--- config.mk ---
export PLATFORM = sky130hd
export DESIGN_NAME = seg_disp_arbiter
export DESIGN_NICKNAME = d
export VERILOG_FILES = /design/src/rtl/seg_disp_arbiter.sv
export SDC_FILE = /design/constraint.sdc
export NUM_CORES = 1
export LEC_CHECK = 0
export CAP_MARGIN = 20
export CORE_ASPECT_RATIO = 0.6
export CORE_UTILIZATION = 40
export CTS_BUF_LIST = sky130_fd_sc_hd__clkbuf_2 sky130_fd_sc_hd__clkbuf_4 sky130_fd_sc_hd__clkbuf_8
export DETAILED_ROUTE_END_ITERATION = 10
export PLACE_DENSITY_LB_ADDON = 0.05
export SLEW_MARGIN = 30
export SYNTH_ARGS = -nofsm -noshare
export SYNTH_HDL_FRONTEND = slang
export SYNTH_SLANG_ARGS = --single-unit
export TNS_END_PERCENT = 100
--- constraint.sdc ---
create_clock -name clk -period 4.1 [get_ports clk]
set_input_delay 0.82 -clock clk [delete_from_list [all_inputs] [get_ports clk]]
set_output_delay 0.82 -clock clk [all_outputs]
set_load 0.02 [all_outputs]
--- src/rtl/seg_disp_arbiter.sv ---
// Shares one 4-digit seven-segment driver between speed, distance and alert sources.
// Sources 0/1 rotate round-robin; source 2 preempts and is held for a minimum time.
module seg_disp_arbiter #(
  parameter int unsigned ROTATE_CYC = 100_000_000,
  parameter int unsigned MIN_HOLD   = 50_000_000
) (
  input  logic        clk,
  input  logic        rst_n,
  input  logic [2:0]  req,
  input  logic [13:0] val0,
  input  logic [13:0] val1,
  input  logic [13:0] val2,
  output logic [31:0] num,
  output logic [2:0]  grant,
  output logic [1:0]  src_id
);

  localparam int RW = (ROTATE_CYC > 1) ? $clog2(ROTATE_CYC) : 1;
  localparam int HW = (MIN_HOLD > 1) ? $clog2(MIN_HOLD) : 1;

  localparam logic [RW-1:0] ROT_LAST  = RW'(ROTATE_CYC - 1);
  localparam logic [HW-1:0] HOLD_LAST = HW'(MIN_HOLD - 1);
  localparam logic [13:0]   NUM_MAX   = 14'd9999;

  typedef enum logic [1:0] {
    S_IDLE,
    S_SHOW,
    S_ALERT
  } state_e;

  state_e        state_q, state_d;
  logic          ptr_q, ptr_d;
  logic [RW-1:0] rot_cnt_q, rot_cnt_d;
  logic [HW-1:0] hold_cnt_q, hold_cnt_d;
  logic          rr_last_q, rr_last_d;
  logic          saved_ptr_q, saved_ptr_d;

  logic [31:0]   num_q, num_d;
  logic [2:0]    grant_q, grant_d;
  logic [1:0]    src_id_q, src_id_d;

  logic          rr_next;
  logic          other;
  logic          saved_other;
  logic [13:0]   val_sel;

  assign rr_next     = ~rr_last_q;
  assign other       = ~ptr_q;
  assign saved_other = ~saved_ptr_q;

  always_comb begin
    state_d     = state_q;
    ptr_d       = ptr_q;
    rot_cnt_d   = rot_cnt_q;
    hold_cnt_d  = hold_cnt_q;
    rr_last_d   = rr_last_q;
    saved_ptr_d = saved_ptr_q;

    unique case (state_q)
      S_IDLE: begin
        rot_cnt_d = '0;
        if (req[2]) begin
          state_d     = S_ALERT;
          hold_cnt_d  = '0;
          saved_ptr_d = rr_next;
        end else if (req[0] | req[1]) begin
          state_d = S_SHOW;
          ptr_d   = req[rr_next] ? rr_next : rr_last_q;
        end
      end

      S_SHOW: begin
        rot_cnt_d = rot_cnt_q + 1'b1;
        if (req[2]) begin
          // Alert wins over drop and expiry; pointer is parked, not advanced.
          state_d     = S_ALERT;
          hold_cnt_d  = '0;
          saved_ptr_d = ptr_q;
          rot_cnt_d   = '0;
        end else if (!req[ptr_q]) begin
          rot_cnt_d = '0;
          if (req[other]) begin
            ptr_d = other;
          end else begin
            state_d = S_IDLE;
          end
        end else if (rot_cnt_q == ROT_LAST) begin
          rot_cnt_d = '0;
          rr_last_d = ptr_q;
          if (req[other]) begin
            ptr_d = other;
          end
        end
      end

      S_ALERT: begin
        rot_cnt_d = '0;
        if (hold_cnt_q == HOLD_LAST && !req[2]) begin
          hold_cnt_d = '0;
          if (req[saved_ptr_q]) begin
            state_d = S_SHOW;
            ptr_d   = saved_ptr_q;
          end else if (req[saved_other]) begin
            state_d = S_SHOW;
            ptr_d   = saved_other;
          end else begin
            state_d = S_IDLE;
          end
        end else if (hold_cnt_q != HOLD_LAST) begin
          hold_cnt_d = hold_cnt_q + 1'b1;
        end
      end

      default: begin
        state_d    = S_IDLE;
        rot_cnt_d  = '0;
        hold_cnt_d = '0;
      end
    endcase
  end

  // Outputs follow the next state so a grant appears one cycle after the request.
  always_comb begin
    grant_d  = 3'b000;
    src_id_d = 2'd3;
    val_sel  = '0;
    unique case (1'b1)
      (state_d == S_ALERT): begin
        grant_d  = 3'b100;
        src_id_d = 2'd2;
        val_sel  = val2;
      end
      (state_d == S_SHOW && !ptr_d): begin
        grant_d  = 3'b001;
        src_id_d = 2'd0;
        val_sel  = val0;
      end
      (state_d == S_SHOW && ptr_d): begin
        grant_d  = 3'b010;
        src_id_d = 2'd1;
        val_sel  = val1;
      end
      default: begin
        grant_d  = 3'b000;
        src_id_d = 2'd3;
        val_sel  = '0;
      end
    endcase
    num_d = {18'd0, (val_sel > NUM_MAX) ? NUM_MAX : val_sel};
  end

  always_ff @(posedge clk) begin
    if (!rst_n) begin
      state_q     <= S_IDLE;
      ptr_q       <= 1'b0;
      rot_cnt_q   <= '0;
      hold_cnt_q  <= '0;
      rr_last_q   <= 1'b1;
      saved_ptr_q <= 1'b0;
      num_q       <= '0;
      grant_q     <= 3'b000;
      src_id_q    <= 2'd3;
    end else begin
      state_q     <= state_d;
      ptr_q       <= ptr_d;
      rot_cnt_q   <= rot_cnt_d;
      hold_cnt_q  <= hold_cnt_d;
      rr_last_q   <= rr_last_d;
      saved_ptr_q <= saved_ptr_d;
      num_q       <= num_d;
      grant_q     <= grant_d;
      src_id_q    <= src_id_d;
    end
  end

  assign num    = num_q;
  assign grant  = grant_q;
  assign src_id = src_id_q;

endmodule

# [Word-level counts from Yosys, hierarchy flattened]
# Index checks and enable logic that the tools add are counted.
[word_totals] regBits=95
[op_classes] mux=41 eq_ne=11 magnitude_cmp=6 n_reduce_logical=13 n_bitwise=8 n_addsub=2
[ops] operator="26-bit two-way mux" count=3
[ops] operator="26-bit case mux with 2 select lines" count=1
[ops] operator="14-bit case mux with 3 select lines" count=1
[ops] operator="27-bit by 1-bit adder with 27-bit output (second input constant)" count=1
[ops] operator="27-bit equality test (second input constant)" count=1
[ops] operator="26-bit by 1-bit adder with 26-bit output (second input constant)" count=1
[ops] operator="26-bit equality test (second input constant)" count=1
[ops] operator="26-bit != test (second input constant)" count=1
[ops] operator="1-bit two-way mux" count=24
[ops] operator="1-bit by 3-bit less-than comparator with 1-bit output (second input constant)" count=5
[ops] operator="14-bit > comparator (second input constant)" count=1
[ops] operator="14-bit two-way mux" count=1
[ops] operator="2-bit two-way mux" count=6
[ops] operator="2-bit case mux with 3 select lines" count=2
[ops] operator="3-bit case mux with 3 select lines" count=1
[ops] operator="1-bit inverter" count=7
[ops] operator="5-bit OR reduction" count=1
[ops] operator="2-bit by 1-bit equality test with 1-bit output (second input constant)" count=2
[ops] operator="2-bit equality test (second input constant)" count=2
[ops] operator="2-bit != test (second input constant)" count=2
[ops] operator="4-bit AND reduction" count=1
[ops] operator="2-bit OR reduction" count=2
[ops] operator="1-bit logical AND" count=3
[ops] operator="3-bit != test (second input constant)" count=1
[ops] operator="9 further kinds" count=10

# [Depth between registers and ports, before layout]
# Gate-level depths: netlist (run 1).
[logic_depth] word_depth=13 depth_mapped=15

# [Worst setup path after synthesis (run 1)]
# No wires, ideal clock.
[synth_path] path_kind="reg-to-reg" startpoint="register hold_cnt_q[0]" endpoint="register num_q[11] (netlist: num[11])" t_required_ns=3.964 setup_slack_ns=0.672 setup_ns=0.136 stages_incl_launch_ff=16 synth_period_minus_slack_ns=3.428 arrival_ns=3.292 cell_sequence="dfxtp_1 -> ha_1 -> nand4_1 -> or2_1 -> or3_1 -> o21ai_1 -> o21ai_1 -> inv_2 -> ha_1 -> clkbuf_1 -> and2_1 -> o311ai_1 -> a221oi_1 -> o2111a_2 -> o21a_4 -> nor3_2"
[synth_via] elab_chain_len=9 word_cells_on_any_way=14
[synth_lines] element="start, declared" line_no="34" source="logic [HW-1:0] hold_cnt_q, hold_cnt_d;"
[synth_lines] element="start signal, assigned" line_no="167" source="hold_cnt_q <= hold_cnt_d;"
[synth_lines] element="26-bit equality test *" line_no="98" source="if (hold_cnt_q == HOLD_LAST && !req[2]) begin"
[synth_lines] element="1-bit logical AND *" line_no="98"
[synth_lines] element="2-bit two-way mux *" line_no="98"
[synth_lines] element="2-bit case mux with 3 select lines *" line_no="59" source="unique case (state_q)"
[synth_lines] element="named net state_d[1]" line_no="31" source="state_e state_q, state_d;"
[synth_lines] element="2-bit by 1-bit equality test with 1-bit output" line_no="133, 138"
[synth_lines] element="1-bit logical AND, on equally long branches" line_no="138, 133"
[synth_lines] element="14-bit case mux with 3 select lines *" line_no="127" source="unique case (1'b1)"
[synth_lines] element="14-bit > comparator" line_no="149" source="num_d = {18'd0, (val_sel > NUM_MAX) ? NUM_MAX : val_sel};"
[synth_lines] element="2-bit OR reduction (no line)"
[synth_lines] element="end signal, assigned" line_no="170" source="num_q <= num_d;"
[synth_lines] element="end, declared" line_no="38" source="logic [31:0] num_q, num_d;"
# The timed path passes the listed nets; every way through them passes the cells marked *.
# A chain may end at the register's enable or synchronous reset.

# [Final worst setup path (run 1)]
[layout_path] startpoint="register hold_cnt_q[0]" endpoint="register num_q[6] (netlist: num[6])"
# The elaborated chain is that of the path after synthesis.

==> results of run 1 <==
-- cell usage after synthesis, drive strengths merged, types with 2 or more instances --
cell,number
dfxtp,77
nor2,67
nand2,33
xor2,31
nand3,21
buf,19
o21ai,18
a21oi,14
and3,14
nor3,13
inv,12
clkbuf,11
xnor2,11
a222oi,10
nand4,10
and2,8
ha,6
and4,5
a31oi,4
nor4,4
nor4b,4
or3,4
a21o,3
a22oi,3
nand2b,3
nor2b,3
o211ai,3
o221ai,3
o31a,3
mux2,2
nand3b,2
o311ai,2
o41ai,2
-- power groups by stage --
stage / Clock (mW) / Combinational [mW] / Sequential, mW
6_report: 0.614 / 0.253 / 0.774
5_1_grt: 0.668 / 0.273 / 0.777
4_1_cts: 0.635 / 0.251 / 0.775
3_5_place_dp: 0 / 0.250 / 0.792
3_3_place_gp: 0 / 0.251 / 0.792
2_1_floorplan: 0 / 0.133 / 0.807
-- how the worst max path moves through the flow --
stage / start / to / slack (ps) / cells past startpoint
after detailed placement: hold_cnt_q[0]$_SDFFE_PN0P_ / num[6]$_SDFF_PP0_ / 270 / 14
after global routing: hold_cnt_q[0]$_SDFFE_PN0P_ / num[6]$_SDFF_PP0_ / 20 / 14
after floorplan: hold_cnt_q[0]$_SDFFE_PN0P_ / num[11]$_SDFF_PP0_ / 670 / 15
final: hold_cnt_q[0]$_SDFFE_PN0P_ / num[6]$_SDFF_PP0_ / 320 / 14
after global placement: req[2] / num[4]$_SDFF_PP0_ / 400 / 11
after CTS: hold_cnt_q[0]$_SDFFE_PN0P_ / num[6]$_SDFF_PP0_ / 270 / 14
-- final cells by class --
class	instances	share of cell area [%]
clock buffer	11	3.13
clock inverter	5	1.35
multi-input combinational	343	44.8
timing repair buffer	71	14.4
inverter	13	1.01
sequential	77	31.9
tap	130	3.37
-- kinds of logic after synthesis --
| logic type | after synthesis | synth area share, % |
|---|---|---|
| multiplexers | 3 | 0.841 |
| other | 1 | 0.0969 |
| flip-flops | 77 | 39.8 |
| AND/OR/NAND/NOR | 198 | 27.5 |
| adder cells (fa/ha/maj) | 6 | 1.94 |
| AO/OA/AOI/OAI | 76 | 14.4 |
| XOR/XNOR | 42 | 9.51 |
| buffers and inverters | 43 | 5.92 |
-- flip-flops by register name, summed over array words and instances, names as in the netlist --
register / flops
ptr_q: 1
state_q: 2
rot_cnt_q: 27
rr_last_q: 1
num: 14
hold_cnt_q: 26
src_id: 2
saved_ptr_q: 1
grant: 3
-- per-layer routing --
layer | vias to the layer above | share of wire (%) | global-route usage, %
met2 | 104 | 37 | 23.0
met4 | 0 | 1.0 | 5.29
met1 | 1529 | 57 | 31.7
li1 | 1692 | - | -
met5 | - | 0 | 0
met3 | 11 | 5.6 | 5.52
-- worst reg2reg max path, stage by stage, from the launching register on --
cell and delay, ps:
dfxtp_1 370, ha_1 210, nand4_1 120, or2_1 260, or3_1 470, o21ai_1 400, o21ai_1 230, inv_2 130
ha_1 280, nor2b_1 140, o311ai_1 130, a221oi_1 370, o2111a_2 280, o21a_4 200, nor3_2 60
-- stage by stage --
step,setup slack (ps),hold slack (ps),std cells,power [mW],util (%)
4_1_cts,266,506,650,1.66,52.0
3_5_place_dp,274,489,634,1.04,49.6
6_report,325,497,650,1.64,52.0
3_3_place_gp,403,476,634,1.04,49.6
5_1_grt,24.8,523,650,1.72,52.0
2_1_floorplan,672,449,463,0.940,-
==> results.cfg, run 1 <==
[outcome]
status = finished, final reports clean

[sta]
timing.setup.tns_ps = 0
timing.final.crit_share_pct = 92.1
worstMarginPinSlew_ps = 747
hold_viol_final = 0
slew_viol_final = 0
setup_viol = 0
period_needed_ps = 3780
finClkSkew_ps = 12.4
max_slew_margin_pct = 50.1
grt_setup_unrepaired = no
fmax_mhz = 265

[placement]
dpl_cell_area_um2 = 4610
gp_congestion = 0.858
io_buffer_count = 65
dp_hpwl_um = 7260

[power]
swShare_pct = 27.1
power_density_nw_per_um2 = 340
power_frac_clock_pct = 37.4
combPwrFrac_pct = 15.4
ir_drop_mv = 0.186
p_int_mw = 1.20
cellLeakagePower_nw = 1.75
power.switching_uw = 444
seq_power_share_pct = 47.2

[cts]
cts_resized = 0
htree_levels = 3
cts_tree = done
post_cts_buffers = 0
clk_latency_ps = 360
cts_buffers = 9
cts-root-buf = clkbuf_8
cts_hold_buf = 0
clk_pin_slew_ps = 80
cts_sinks = 77
cts.path.max_buffers = 2

[worst_hold_path]
holdCritStartpoint = rot_cnt_q[0]$_SDFF_PP0_
hold_path.class = reg -> reg
holdPathStages = 1
min_to = rot_cnt_q[0]$_SDFF_PP0_

[finish]
syn_to_final_growth_pct = 24.8
fin_nets = 568
final_area_um2 = 4830
fillCellCount = 856
final_cell_mix = dfxtp_1 (77), nor2_1 (67), clkdlybuf4s50_1 (65)
ff_latch_area_um2 = 1540
layout_commonest_cell = dfxtp_1
layout-drive-gt1-share_pct = 7.88
multi_input_area_um2 = 2160
num_antenna_cells = 0

[grt]
grt_max_degree = 28
grt-ovfl-total = 0
grt_pass1_vias = 2837
grt_first_pass_wirelength_um = 14900
antenna_found_initial = 0
grt_use_total_pct = 19.4

[floorplanning]
rows = 27
fp.dieH_um = 78.2
pin_count = 84
fp.dieW_um = 129
coreArea_um2 = 9290
initial_core_util_pct = 41.7
dieArea_um2 = 10100

[worst_setup_path]
slowest_delay_ps = 470
r2r.worst_path.cells = 14
r2r_end = num[6]$_SDFF_PP0_
critPathSlowestCell = or3_1
cp.arrival_ps = 4020
path_max_fanout = 7
cpLargestDelayFamily = compound AO/OA/AOI/OAI gates
path_class = reg -> reg
end_kind = register
r2r_start = hold_cnt_q[0]$_SDFFE_PN0P_
crit_required_ps = 4340
critPathLaunchType = register
ff2ff_setup_slack_ps = 320
crit_buf_inv = 1
crit_chain = ha_1, nand4_1, or2_1, or3_1, o21ai_1, o21ai_1, inv_2, ha_1, nor2b_1, o311ai_1, a221oi_1, o2111a_2, o21a_4, nor3_2

[route]
antenna_left = 0
wl_um = 9430
drt_first_pass_iters = 9
drt_drc_violations_left = 0
routed_via_density = 5.13
num_vias = 3336
wl_per_cell_um = 14.5
drt_iter0_drc = 242

[logic_synthesis]
async_reset_ff_share_pct = 0
yosysSeqAreaShare_pct = 39.8
synthFlopType = dfxtp_1
synth_area_per_cell_um2 = 8.68
syn_area_um2 = 3870
yosys_warnings = 0
yosys.area.top_type_share_pct = 39.8
ys_ff_latch = 77
ys_types = 65
netlist_instances = 446
yosys.area.top_type = dfxtp_1
synth-edff-count = 0
post_synth_main_area_contributors = dfxtp_1 (40%), xor2_1 (7.0%), nor2_1 (6.5%)

[flow_run]
cap_violations = 0
(Power assumes the default switching activity.)
==> run 2: changes to the inputs <==
--- a/config.mk
+++ b/config.mk
@@ -5,6 +5,7 @@
 export SDC_FILE = /design/constraint.sdc
 export NUM_CORES = 1
 export LEC_CHECK = 0
+export ABC_CLOCK_PERIOD_IN_PS = 4100
 export CAP_MARGIN = 20
 export CORE_ASPECT_RATIO = 0.6
 export CORE_UTILIZATION = 40
==> results of run 2 <==
The final DEF is identical to that of run 1; final timing and power are the same.
==> run 3: changes to the inputs <==
--- a/config.mk
+++ b/config.mk
@@ -10,6 +10,7 @@
 export CORE_ASPECT_RATIO = 0.6
 export CORE_UTILIZATION = 40
 export CTS_BUF_LIST = sky130_fd_sc_hd__clkbuf_2 sky130_fd_sc_hd__clkbuf_4 sky130_fd_sc_hd__clkbuf_8
+export CTS_CLUSTER_SIZE = 20
 export DETAILED_ROUTE_END_ITERATION = 10
 export PLACE_DENSITY_LB_ADDON = 0.05
 export SLEW_MARGIN = 30
==> results of run 3 <==
The final DEF is identical to that of run 1; final timing and power are the same.
